## src/rtl/cnt_seq_ctrl.sv

```systemverilog
// rtl/cnt_seq_ctrl.sv - job sequencer driving a 4-bit presettable counter (optional pause: CNT_SEQ_PAUSE_EN)
module cnt_seq_ctrl #(
    parameter int   RPT_W    = 8,
    parameter logic IDLE_CET = 1'b0
) (
    input  logic             CP,
    input  logic             SR,
    input  logic             start,
    input  logic [3:0]       period,
    input  logic [RPT_W-1:0] n_rpt,
    input  logic             stop,
    input  logic             cnt_tc,
`ifdef CNT_SEQ_PAUSE_EN
    input  logic             pause,
`endif
    output logic [3:0]       P,
    output logic             PE,
    output logic             CEP,
    output logic             CET,
    output logic             busy,
    output logic             done,
    output logic             abort,
    output logic [RPT_W-1:0] rpt_left
);

    typedef enum logic [2:0] {
        S_IDLE  = 3'd0,
        S_LOAD  = 3'd1,
        S_RUN   = 3'd2,
        S_DONE  = 3'd3,
        S_ABORT = 3'd4
    } state_t;

    state_t           r_state;
    state_t           w_state_nxt;
    logic [RPT_W-1:0] r_rpt_left;
    logic [RPT_W-1:0] w_rpt_nxt;
    logic [3:0]       r_p;
    logic [3:0]       w_p_nxt;
    logic             r_pe;
    logic             r_cep;
    logic             r_cet;
    logic             r_busy;
    logic             r_done;
    logic             r_abort;
    logic             w_pe_nxt;
    logic             w_cep_nxt;
    logic             w_cet_nxt;
    logic             w_busy_nxt;
    logic             w_done_nxt;
    logic             w_abort_nxt;
    logic             w_pause;

`ifdef CNT_SEQ_PAUSE_EN
    assign w_pause = pause;
`else
    assign w_pause = 1'b0;
`endif

    always_comb begin
        w_state_nxt = r_state;
        w_rpt_nxt   = r_rpt_left;
        w_p_nxt     = r_p;
        case (r_state)
            S_IDLE: begin
                if (start) begin
                    w_p_nxt     = period;
                    w_rpt_nxt   = (n_rpt == '0) ? RPT_W'(1) : n_rpt;
                    w_state_nxt = S_LOAD;
                end
            end
            S_LOAD: begin
                w_state_nxt = stop ? S_ABORT : S_RUN;
            end
            S_RUN: begin
                // stop wins over a coincident TC
                if (stop) begin
                    w_state_nxt = S_ABORT;
                end else if (cnt_tc) begin
                    w_rpt_nxt   = r_rpt_left - RPT_W'(1);
                    w_state_nxt = (r_rpt_left == RPT_W'(1)) ? S_DONE : S_LOAD;
                end
            end
            S_DONE:  w_state_nxt = S_IDLE;
            S_ABORT: w_state_nxt = S_IDLE;
            default: w_state_nxt = S_IDLE;
        endcase

        if (w_state_nxt == S_ABORT) begin
            w_rpt_nxt = '0;
        end

        // outputs are decoded from the next state so they register with it
        w_pe_nxt    = (w_state_nxt != S_LOAD);
        w_cep_nxt   = (w_state_nxt == S_RUN) && !w_pause;
        w_cet_nxt   = (w_state_nxt == S_IDLE) ? IDLE_CET : (w_state_nxt == S_RUN);
        w_busy_nxt  = (w_state_nxt != S_IDLE);
        w_done_nxt  = (w_state_nxt == S_DONE);
        w_abort_nxt = (w_state_nxt == S_ABORT);
    end

    always_ff @(posedge CP or negedge SR) begin
        if (!SR) begin
            r_state <= S_IDLE;
        end else begin
            r_state <= w_state_nxt;
        end
    end

    always_ff @(posedge CP or negedge SR) begin
        if (!SR) begin
            r_rpt_left <= '0;
            r_p        <= 4'h0;
            r_pe       <= 1'b1;
            r_cep      <= 1'b0;
            r_cet      <= IDLE_CET;
            r_busy     <= 1'b0;
            r_done     <= 1'b0;
            r_abort    <= 1'b0;
        end else begin
            r_rpt_left <= w_rpt_nxt;
            r_p        <= w_p_nxt;
            r_pe       <= w_pe_nxt;
            r_cep      <= w_cep_nxt;
            r_cet      <= w_cet_nxt;
            r_busy     <= w_busy_nxt;
            r_done     <= w_done_nxt;
            r_abort    <= w_abort_nxt;
        end
    end

    assign P        = r_p;
    assign PE       = r_pe;
    assign CEP      = r_cep;
    assign CET      = r_cet;
    assign busy     = r_busy;
    assign done     = r_done;
    assign abort    = r_abort;
    assign rpt_left = r_rpt_left;

endmodule

```

## config.mk

```make
export PLATFORM = sky130hd
export DESIGN_NAME = cnt_seq_ctrl
export DESIGN_NICKNAME = d
export VERILOG_FILES = /design/src/rtl/cnt_seq_ctrl.sv
export SDC_FILE = /design/constraint.sdc
export NUM_CORES = 1
export LEC_CHECK = 0
export CORE_UTILIZATION = 30
export CTS_CLUSTER_SIZE = 25
export DETAILED_ROUTE_END_ITERATION = 6
export SYNTH_ARGS = -nofsm -noshare
export SYNTH_HDL_FRONTEND = slang
export SYNTH_SLANG_ARGS = --single-unit
export TNS_END_PERCENT = 10
```

## constraint.sdc

```tcl
create_clock -name CP -period 1.8 [get_ports CP]
set_input_delay 0.27 -clock CP [delete_from_list [all_inputs] [get_ports CP]]
set_output_delay 0.27 -clock CP [all_outputs]
set_load 0.05 [all_outputs]
```

# == Word-level counts from Yosys, hierarchy flattened ==
# Cells that the tools add are included.
# word_totals
regBits,21
elab_cells,40
# op_classes
n_eq_ne,10
addsub,1
mux,13
reduce_logical,7
# op_table
cell,n
8-bit 2-to-1 mux,5
8-bit one-hot mux with 2 select lines,1
3-bit 2-to-1 mux,4
3-bit by 2-bit equality test with 1-bit output (second input constant),3
3-bit != test (second input constant),3
3-bit one-hot mux with 3 select lines,1
8-bit by 1-bit equality test with 1-bit output (second input constant),1
8-bit logical NOT,1
8-bit by 1-bit subtractor with 8-bit output (second input constant),1
3-bit logical NOT,2
3-bit nonzero test,2
4-bit AND reduction,1
3-bit by 1-bit equality test with 1-bit output (second input constant),1
3-bit equality test (second input constant),1
3-bit by 1-bit != test with 1-bit output (second input constant),1
2-bit 2-to-1 mux,1
2-bit AND reduction,1
1-bit 2-to-1 mux,1

# == Longest topological paths before layout ==
# Gate-level depths: netlist of run 1.
# depth
ltp_word,8
mapped_depth,7
ltp_nobuf,6

# == Worst setup path after synthesis of run 1 ==
# Ideal clock, no wire load.
# synth_path
path_kind,register to register
startpoint,register r_rpt_left[0] (netlist: rpt_left[0])
endpoint,register r_rpt_left[6] (netlist: rpt_left[6])
stages_incl_launch_ff,7
t_required_ns,1.723
path_slack_ns,0.114
t_arrival_ns,1.609
period_less_slack_ns,1.686
cell_sequence,dfrtp_1 -> inv_1 -> ha_1 -> nor3b_1 -> nand3_1 -> a21o_1 -> a21oi_1
# synth_between
elab_chain_len,8
# synth_rtl
item,line,source
start: declaration,36,logic [RPT_W-1:0] r_rpt_left;
start signal: assignment,121,r_rpt_left <= w_rpt_nxt;
8-bit by 1-bit equality test with 1-bit output,81,w_state_nxt = (r_rpt_left == RPT_W'(1)) ? S_DONE : S_LOAD;
2-bit 2-to-1 mux,81,
3-bit 2-to-1 mux,79,end else if (cnt_tc) begin
3-bit 2-to-1 mux,77,if (stop) begin
3-bit one-hot mux with 3 select lines,64,case (r_state)
3-bit equality test,89,if (w_state_nxt == S_ABORT) begin
3-bit != test (no source line) / 3-bit nonzero test (equally long branches),n/a,
4-bit AND reduction (no source line),n/a,
# Parallel ways exist; a longest one is shown, timed or not. The select of a mux whose other input is x is not followed.
# A chain may end at the register's enable or synchronous reset.

# == Worst setup path after layout of run 1 ==
# layout_path
startpoint,register r_busy (netlist: busy)
endpoint,output port busy
# layout_rtl
item,line,source
start: declaration,43,logic r_busy;
start signal: assignment,126,r_busy <= w_busy_nxt;
end: declaration,20,"output logic busy,"
# No word-level cell between the ends.

==> results of run 1 <==
## report_power, final
| group | leakage [uW] | switching [uW] | internal, uW |
|---|---|---|---|
| Combinational | 0.000400 | 1100 | 621 |
| Sequential | 0.000264 | 223 | 675 |
| Clock | 0.0000139 | 159 | 84.7 |
| Total | 0.000678 | 1480 | 1380 |
## logic make-up (layout without fill, tap and decap cells)
group | after synthesis | count (layout) | share of synthesized area [%]
compound gates | 26 | 26 | 14.6
xor+xnor | 1 | 1 | 0.806
fa+ha+maj | 2 | 2 | 2.30
buf+inv | 15 | 54 | 6.67
flops | 21 | 21 | 48.4
mux | 5 | 5 | 5.18
simple gates | 40 | 40 | 22.0
## per-stage QoR
step	instance area, um^2	TNS, ns	total power (uW)	setup slack [ns]	util, %
after global routing	1520	0	3050	0.0123	44.6
after detailed placement	1480	-0.0667	2640	-0.0347	43.3
after CTS	1510	0	2880	0.00197	44.2
final	1520	0	2860	0.0589	44.6
after floorplan	1090	0	2070	0.114	-
after global placement	1480	-0.000647	2610	-0.000647	43.3
## registers in the layout (all words and copies together) (netlist names)
| name | cells |
|---|---|
| busy | 1 |
| r_state | 3 |
| CET | 1 |
| P | 4 |
| done | 1 |
| PE | 1 |
| CEP | 1 |
| rpt_left | 8 |
| abort | 1 |
## final cells by class
| class | count | area [um^2] | area share, % |
|---|---|---|---|
| clock buffer | 3 | 22.5 | 1.48 |
| clock inverter | 1 | 7.51 | 0.493 |
| inverter | 8 | 30.0 | 1.97 |
| multi-input combinational | 74 | 493 | 32.4 |
| sequential | 21 | 528 | 34.7 |
| tap | 46 | 57.6 | 3.78 |
| timing repair buffer | 42 | 384 | 25.2 |
## path summary, 6_finish.rpt
kind,cells after the start,endpoint,slack [ns],from
setup reg to reg,5,rpt_left[5],0.16,r_state[1]
min in group CP,1,P[2],0.52,P[2]
max in group asynchronous,2,PE,1.24,SR
hold / removal,2,rpt_left[6],0.28,SR
setup / recovery,1,busy,0.06,busy
hold reg to reg,1,P[2],0.52,P[2]
## cells in the final DEF (no fill, tap or decap), types with 2 or more instances in the layout
| cell type | n |
|---|---|
| a21o_1 | 3 |
| a21oi_1 | 10 |
| a31oi_1 | 2 |
| buf_4 | 17 |
| clkbuf_4 | 3 |
| clkdlybuf4s50_1 | 21 |
| dfrtp_1 | 19 |
| dlymetal6s2s_1 | 3 |
| ha_1 | 2 |
| inv_1 | 7 |
| mux2_2 | 5 |
| nand2_1 | 9 |
| nand3_1 | 3 |
| nand3b_1 | 2 |
| nand4_1 | 2 |
| nor2_1 | 4 |
| nor2b_1 | 3 |
| nor3_1 | 5 |
| nor3b_1 | 2 |
| nor4_1 | 2 |
| o211ai_1 | 2 |
| o21ai_0 | 4 |
| o32ai_1 | 2 |
## per-layer routing
layer,track usage [%],up-vias
li1,-,465
met1,20.8,455
met2,23.5,31
met3,4.60,2
met4,2.62,0
met5,0,-
## repair_timing
item / 4_1_cts / 5_1_grt
setup endpoints to repair: 1 / 5
gates cloned: 0 / 0
pin swaps: 0 / 0
gates resized for setup: 1 / 5
==> impl_metrics.py, run 1 <==
metrics = {
    "sta": {
        "setup_violations": 0,
        "period_share_pct": 96.7,
        "rsz0062_at_grt": "false",
        "worstMarginPinSlew_ns": 0.515,
        "clock_skew_ns": 0.00166,
        "maxSlewViolCount": 0,
        "min_period_ns": 1.74,
        "clock.fmax_mhz": 574,
        "hold_ws_ns": 0.282,
        "max_slew_margin_pct": 65.5,
        "finalHoldViolations": 0,
    },
    "drt": {
        "drt-total-wl_um": 2750,
        "wl_met2_um": 1250,
        "first_pass_iters": 4,
        "drt-vias-per-instance": 4.89,
        "drt.antenna.violating_nets": 0,
        "vias": 953,
        "avgRoutedWirePerCell_um": 14.1,
        "wl_met3_um": 163,
        "initialDrtViolationCount": 58,
        "route.detailed.drc": 0,
        "met1_length_um": 1320,
        "routed.top_layer": "met4",
    },
    "yosys": {
        "yosysUniqueCellTypes": 36,
        "synth_top_area_cell": "dfrtp_1",
        "synthTopCellsByArea": "dfrtp_1, mux2_2, a21oi_1, nand2_1, dfstp_2",
        "synth_commonest_cells": "dfrtp_1, a21oi_1, nand2_1, inv_1",
        "yosysWarnings": 0,
        "postSynthCellCount": 110,
        "synthArstFlopShare_pct": 100,
        "syn_nets": 129,
        "ys_seq_area_share_pct": 48.4,
        "synth.avg_cell_area_um2": 9.88,
        "syn_area_mm2": 0.00109,
        "synth.most_common_cell": "dfrtp_1",
        "ys_ff_latch": 21,
        "synth_edf_count": 0,
        "ys.flop_type": "dfrtp_1",
        "synth_top_cell_area_share_pct": 46.0,
    },
    "place": {
        "routabilityCongestion": 0.808,
        "port-buffer-count": 34,
        "dp_hpwl_um": 2090,
        "dp.cells": 191,
    },
    "clock_tree": {
        "cts_setup_buffers": 0,
        "root_buffer": "clkbuf_4",
        "cts_tree": "yes",
        "cts_made_buffers": 3,
        "clk_pin_slew_worst_paths_ns": 0.13,
        "cts_buffer_depth": 2,
        "clock_sinks": 21,
        "clkLatencyLatePin_ns": 0.31,
        "htree_levels": 1,
        "ctsHoldBuffers": 0,
    },
    "final_layout": {
        "n_fill_cell": 340,
        "syn2layout_area_growth_pct": 40.0,
        "fin_nets": 169,
        "antennaDiodeCount": 0,
        "final_cells": 195,
        "drive_gt1_share_pct": 21.5,
    },
    "power": {
        "vdd_drop_max_v": 0.000834,
        "leakage_uw": 0.000678,
        "power_density_mw_per_mm2": 1880,
    },
    "run_status": {
        "status": "finished clean",
    },
    "worst_setup_path": {
        "slowest_stage": "clkdlybuf4s50_1",
        "cp.required_ns": 1.53,
        "crit_fanout": 1,
        "crit_family": "buffers and inverters",
        "arrival_ns": 1.47,
        "critPathMaxStageDelay_ns": 0.80,
        "crit_chain": "clkdlybuf4s50_1",
        "critPathLaunchType": "flip-flop",
        "cp-end-kind": "output pin",
        "critPathBufInv": 1,
        "criticalPathCategory": "reg2out",
    },
    "grt": {
        "grt_pass1_wl_um": 4580,
        "grt_overflow": 0,
        "grt_max_degree": 22,
        "antenna_found_initial": 0,
        "grt_usage_pct": 15.1,
        "grt_pass1_vias": 951,
    },
    "floorplan": {
        "core-area_mm2": 0.00342,
        "boundaryPins": 35,
        "fp.dieH_um": 62.2,
        "die-width_um": 62.2,
        "dieArea_mm2": 0.00387,
        "num_rows": 21,
        "start_util_pct": 31.8,
    },
    "job": {
        "cap_violations": 0,
    },
    "worst_hold_path": {
        "hp-class": "in2async",
    },
}
Note: power is estimated with default switching activity, not from simulation.
==> run 2: changes to the inputs <==
- CTS_BUF_LIST: unset -> sky130_fd_sc_hd__clkbuf_8
==> impl_metrics.py, run 2 (same netlist as run 1, synthesis figures left out) <==
metrics = {
    "drt": {
        "initialDrtViolationCount": 46,
        "avgRoutedWirePerCell_um": 14.2,
        "drt-total-wl_um": 2770,
        "vias": 958,
        "first_pass_iters": 4,
        "drt.antenna.violating_nets": 0,
        "drt-vias-per-instance": 4.91,
        "route.detailed.drc": 0,
    },
    "final_layout": {
        "largest_reg_flops": 8,
        "final_cell_mix": "clkdlybuf4s50_1, dfrtp_1, buf_4",
        "fin_util_pct": 44.9,
        "regArea_um2": 528,
        "antennaDiodeCount": 0,
        "fin_nets": 169,
        "layout_commonest_cell": "clkdlybuf4s50_1",
        "final_cells": 195,
        "drive_gt1_share_pct": 21.5,
        "n_fill_cell": 340,
        "multi_input_area_um2": 493,
        "syn2layout_area_growth_pct": 41.2,
    },
    "sta": {
        "min_period_ns": 1.71,
        "rsz0062_at_grt": "false",
        "hold_ws_ns": 0.340,
        "max_slew_margin_pct": 65.7,
        "maxSlewViolCount": 0,
        "clock.fmax_mhz": 585,
        "worstMarginPinSlew_ns": 0.512,
        "finalHoldViolations": 0,
        "setup_tns_ns": 0,
        "setup_violations": 0,
        "period_share_pct": 95.0,
        "clock_skew_ns": 0.00288,
    },
    "place": {
        "port-buffer-count": 34,
        "routabilityCongestion": 0.808,
        "dp.cells": 191,
        "dp_hpwl_um": 2090,
    },
    "job": {
        "cap_violations": 0,
    },
    "worst_setup_path": {
        "cp.required_ns": 1.53,
        "criticalPathCategory": "reg2out",
        "crit_chain": "clkdlybuf4s50_1",
        "critPathBufInv": 1,
        "arrival_ns": 1.44,
        "critPathMaxStageDelay_ns": 0.81,
        "cp-end-kind": "output pin",
        "crit_family": "buffers and inverters",
        "critPathLaunchType": "flip-flop",
        "crit_fanout": 2,
        "slowest_stage": "clkdlybuf4s50_1",
    },
    "floorplan": {
        "fp.dieH_um": 62.2,
        "boundaryPins": 35,
        "die-width_um": 62.2,
        "num_rows": 21,
        "dieArea_mm2": 0.00387,
        "core-area_mm2": 0.00342,
        "start_util_pct": 31.8,
    },
    "grt": {
        "grt_pass1_vias": 950,
        "grt_max_degree": 22,
        "grt_pass1_wl_um": 4570,
        "grt_overflow": 0,
        "antenna_found_initial": 0,
        "grt_usage_pct": 15.0,
    },
    "clock_tree": {
        "cts_buffer_depth": 2,
        "cts_tree": "yes",
        "clkLatencyLatePin_ns": 0.27,
        "root_buffer": "clkbuf_8",
        "htree_levels": 1,
        "clk_pin_slew_worst_paths_ns": 0.08,
        "clock_sinks": 21,
        "ctsHoldBuffers": 0,
        "cts_made_buffers": 3,
    },
    "power": {
        "leakage_uw": 0.000657,
        "vdd_drop_max_v": 0.000964,
        "power_density_mw_per_mm2": 1930,
        "p_total_uw": 2960,
    },
    "worst_hold_path": {
        "hp-class": "in2async",
    },
    "run_status": {
        "status": "finished clean",
    },
}
[run 2: cell count changes in the layout (fill, tap and decap cells not counted)]
| cell | delta |
|---|---|
| clkbuf_4 | -3 |
| clkbuf_8 | +3 |
| clkdlybuf4s50_1 | +4 |
| dlygate4sd2_1 | -1 |
| dlymetal6s2s_1 | -3 |
[run 2: worst paths after layout]
kind                            slack [ns]  depth (start not counted)        from          end
worst min-delay path                  0.34                          2          SR  rpt_left[5]
max in group asynchronous             1.19                          2          SR           PE
min in group CP                       0.51                          1        P[2]         P[2]
worst max register to register        0.16                          5  r_state[1]  rpt_left[5]
worst max-delay path                  0.09                          1        P[1]         P[1]
worst min register to register        0.51                          1        P[2]         P[2]
[run 2: final cells by class]
class	count	share of cell area [%]
Timing Repair Buffer	42	24.6
Sequential cell	21	34.4
Multi-Input combinational cell	74	32.1
Clock buffer	3	2.69
Inverter	8	1.96
Tap cell	46	3.75
Clock inverter	1	0.489
[run 2: per-stage QoR]
step | area [um^2] | setup slack (ns)
after CTS | 1530 | 0.0675
after floorplan | 1090 | 0.114
after detailed placement | 1480 | -0.0347
after global routing | 1540 | 0.0312
after global placement | 1480 | -0.000647
final | 1540 | 0.0901
[run 2: metal layers]
layer	share of wire (%)	GRT usage (%)	vias up	routed length [um]
li1	-	-	466	-
met4	0.43	2.62	0	12
met2	46	23.5	35	1260
met3	6.7	4.60	2	186
met1	47	20.7	455	1310
met5	0	0	-	0
[run 2: power breakdown]
group	leakage, uW	switching, uW	internal, uW
clock network	0.0000217	168	157
registers	0.000264	225	677
logic	0.000372	1100	632
total	0.000657	1500	1470
[run 2: timing repair]
item	4_1_cts	5_1_grt
resized for setup	0	2
setup endpoints to repair	0	2
setup buffers	0	0
hold endpoints to repair	0	0
==> run 3: changes to the inputs <==
- CTS_CLUSTER_DIAMETER: unset -> 30
- MAX_ROUTING_LAYER: unset -> met4
==> impl_metrics.py, run 3 (same netlist as run 1, synthesis figures left out) <==
metrics = {
    "run_status": {
        "status": "finished clean",
    },
    "drt": {
        "drt-vias-per-instance": 4.88,
        "vias": 951,
        "initialDrtViolationCount": 51,
        "avgRoutedWirePerCell_um": 14.1,
        "first_pass_iters": 4,
        "drt.antenna.violating_nets": 0,
        "route.detailed.drc": 0,
        "drt-total-wl_um": 2760,
    },
    "worst_setup_path": {
        "cp-end-kind": "output pin",
        "critPathMaxStageDelay_ns": 0.81,
        "critPathLaunchType": "flip-flop",
        "crit_chain": "clkdlybuf4s50_1",
        "crit_family": "buffers and inverters",
        "crit_fanout": 2,
        "critPathBufInv": 1,
        "criticalPathCategory": "reg2out",
        "arrival_ns": 1.44,
        "cp.required_ns": 1.53,
        "slowest_stage": "clkdlybuf4s50_1",
    },
    "final_layout": {
        "drive_gt1_share_pct": 21.5,
        "fin_area_mm2": 0.00154,
        "final_cell_mix": "clkdlybuf4s50_1, dfrtp_1, buf_4",
        "fin_util_pct": 44.9,
        "layout_commonest_cell": "clkdlybuf4s50_1",
        "antennaDiodeCount": 0,
        "fin_nets": 169,
        "syn2layout_area_growth_pct": 41.2,
        "final_cells": 195,
        "largest_reg_flops": 8,
    },
    "clock_tree": {
        "cts_buffer_depth": 2,
        "clk_pin_slew_worst_paths_ns": 0.08,
        "cts_setup_buffers": 0,
        "clkLatencyLatePin_ns": 0.26,
        "cts_made_buffers": 3,
        "cts_tree": "yes",
        "htree_levels": 1,
        "cts_resized": 0,
        "root_buffer": "clkbuf_8",
        "ctsHoldBuffers": 0,
        "clock_sinks": 21,
    },
    "floorplan": {
        "start_util_pct": 31.8,
        "fp.dieH_um": 62.2,
        "boundaryPins": 35,
        "dieArea_mm2": 0.00387,
        "core-area_mm2": 0.00342,
        "num_rows": 21,
        "die-width_um": 62.2,
    },
    "power": {
        "p_int_uw": 1470,
        "vdd_drop_max_v": 0.000959,
        "leakage_uw": 0.000657,
        "seqPwrFrac_pct": 30.5,
        "p_sw_share_pct": 50.5,
        "switchingPower_uw": 1490,
        "power_frac_comb_pct": 58.6,
        "clockPowerShare_pct": 10.9,
        "power_density_mw_per_mm2": 1930,
    },
    "place": {
        "postPlaceCellArea_mm2": 0.00148,
        "routabilityCongestion": 0.819,
        "dp_hpwl_um": 2090,
        "port-buffer-count": 34,
        "dp.cells": 191,
        "dp_slack_ns": -0.0347,
    },
    "sta": {
        "setup_tns_ns": 0,
        "clock_skew_ns": 0.00156,
        "period_share_pct": 94.9,
        "max_slew_margin_pct": 65.8,
        "maxSlewViolCount": 0,
        "setup_slack_ns": 0.0923,
        "clock.fmax_mhz": 586,
        "rsz0062_at_grt": "false",
        "finalHoldViolations": 0,
        "min_period_ns": 1.71,
        "setup_violations": 0,
        "worstMarginPinSlew_ns": 0.512,
    },
    "grt": {
        "grt_pass1_wl_um": 4570,
        "grt_usage_pct": 15.5,
        "grt_max_degree": 22,
        "grt_pass1_vias": 946,
        "grt_overflow": 0,
        "antenna_found_initial": 0,
    },
    "job": {
        "cap_violations": 0,
    },
    "worst_hold_path": {
        "hp-class": "in2async",
    },
}
-- run 3: cell counts in the layout (fill, tap and decap cells not counted) --
Identical to the previous run, type by type.
-- run 3: path summary, 6_finish.rpt --
check	endpoint	slack, ns	startpoint	depth (start not counted)
max	P[1]	0.09	P[1]	1
min	rpt_left[6]	0.34	SR	2
max reg2reg	rpt_left[5]	0.17	r_state[1]	5
min reg2reg	P[2]	0.51	P[2]	1
max in group asynchronous	PE	1.18	SR	2
min in group CP	P[2]	0.51	P[2]	1
-- run 3: power groups by stage --
| stage | clock network (uW) | registers, uW | logic, uW |
|---|---|---|---|
| after floorplan | 0 | 1400 | 671 |
| after global placement | 0 | 899 | 1720 |
| after detailed placement | 0 | 910 | 1730 |
| after CTS | 335 | 902 | 1740 |
| after global routing | 350 | 934 | 1860 |
| final | 322 | 901 | 1730 |
-- run 3: layout make-up --
type	instances	area, um^2
fillers	340	1880
flip-flops and latches	21	528
multi-input cells	74	493
repair buffers	42	378
well taps	46	57.6
clock buffers	3	41.3
inverters	8	30.0
clock inverters	1	7.51
-- run 3: per-stage QoR --
stage                     total power (uW)  hold slack, ns
after floorplan                       2070         -0.0256
after global placement                2610           0.491
after detailed placement              2640           0.499
after CTS                             2970           0.353
after global routing                  3150           0.360
final                                 2960           0.341
-- run 3: layer usage --
| metal | part of all wire (%) | up-vias | global-route usage, % |
|---|---|---|---|
| met2 | 46 | 30 | 23.8 |
| met1 | 48 | 453 | 20.9 |
| met5 | 0 | - | - |
| met3 | 5.3 | 4 | 3.86 |
| met4 | 0.69 | 0 | 2.62 |
| li1 | - | 464 | - |
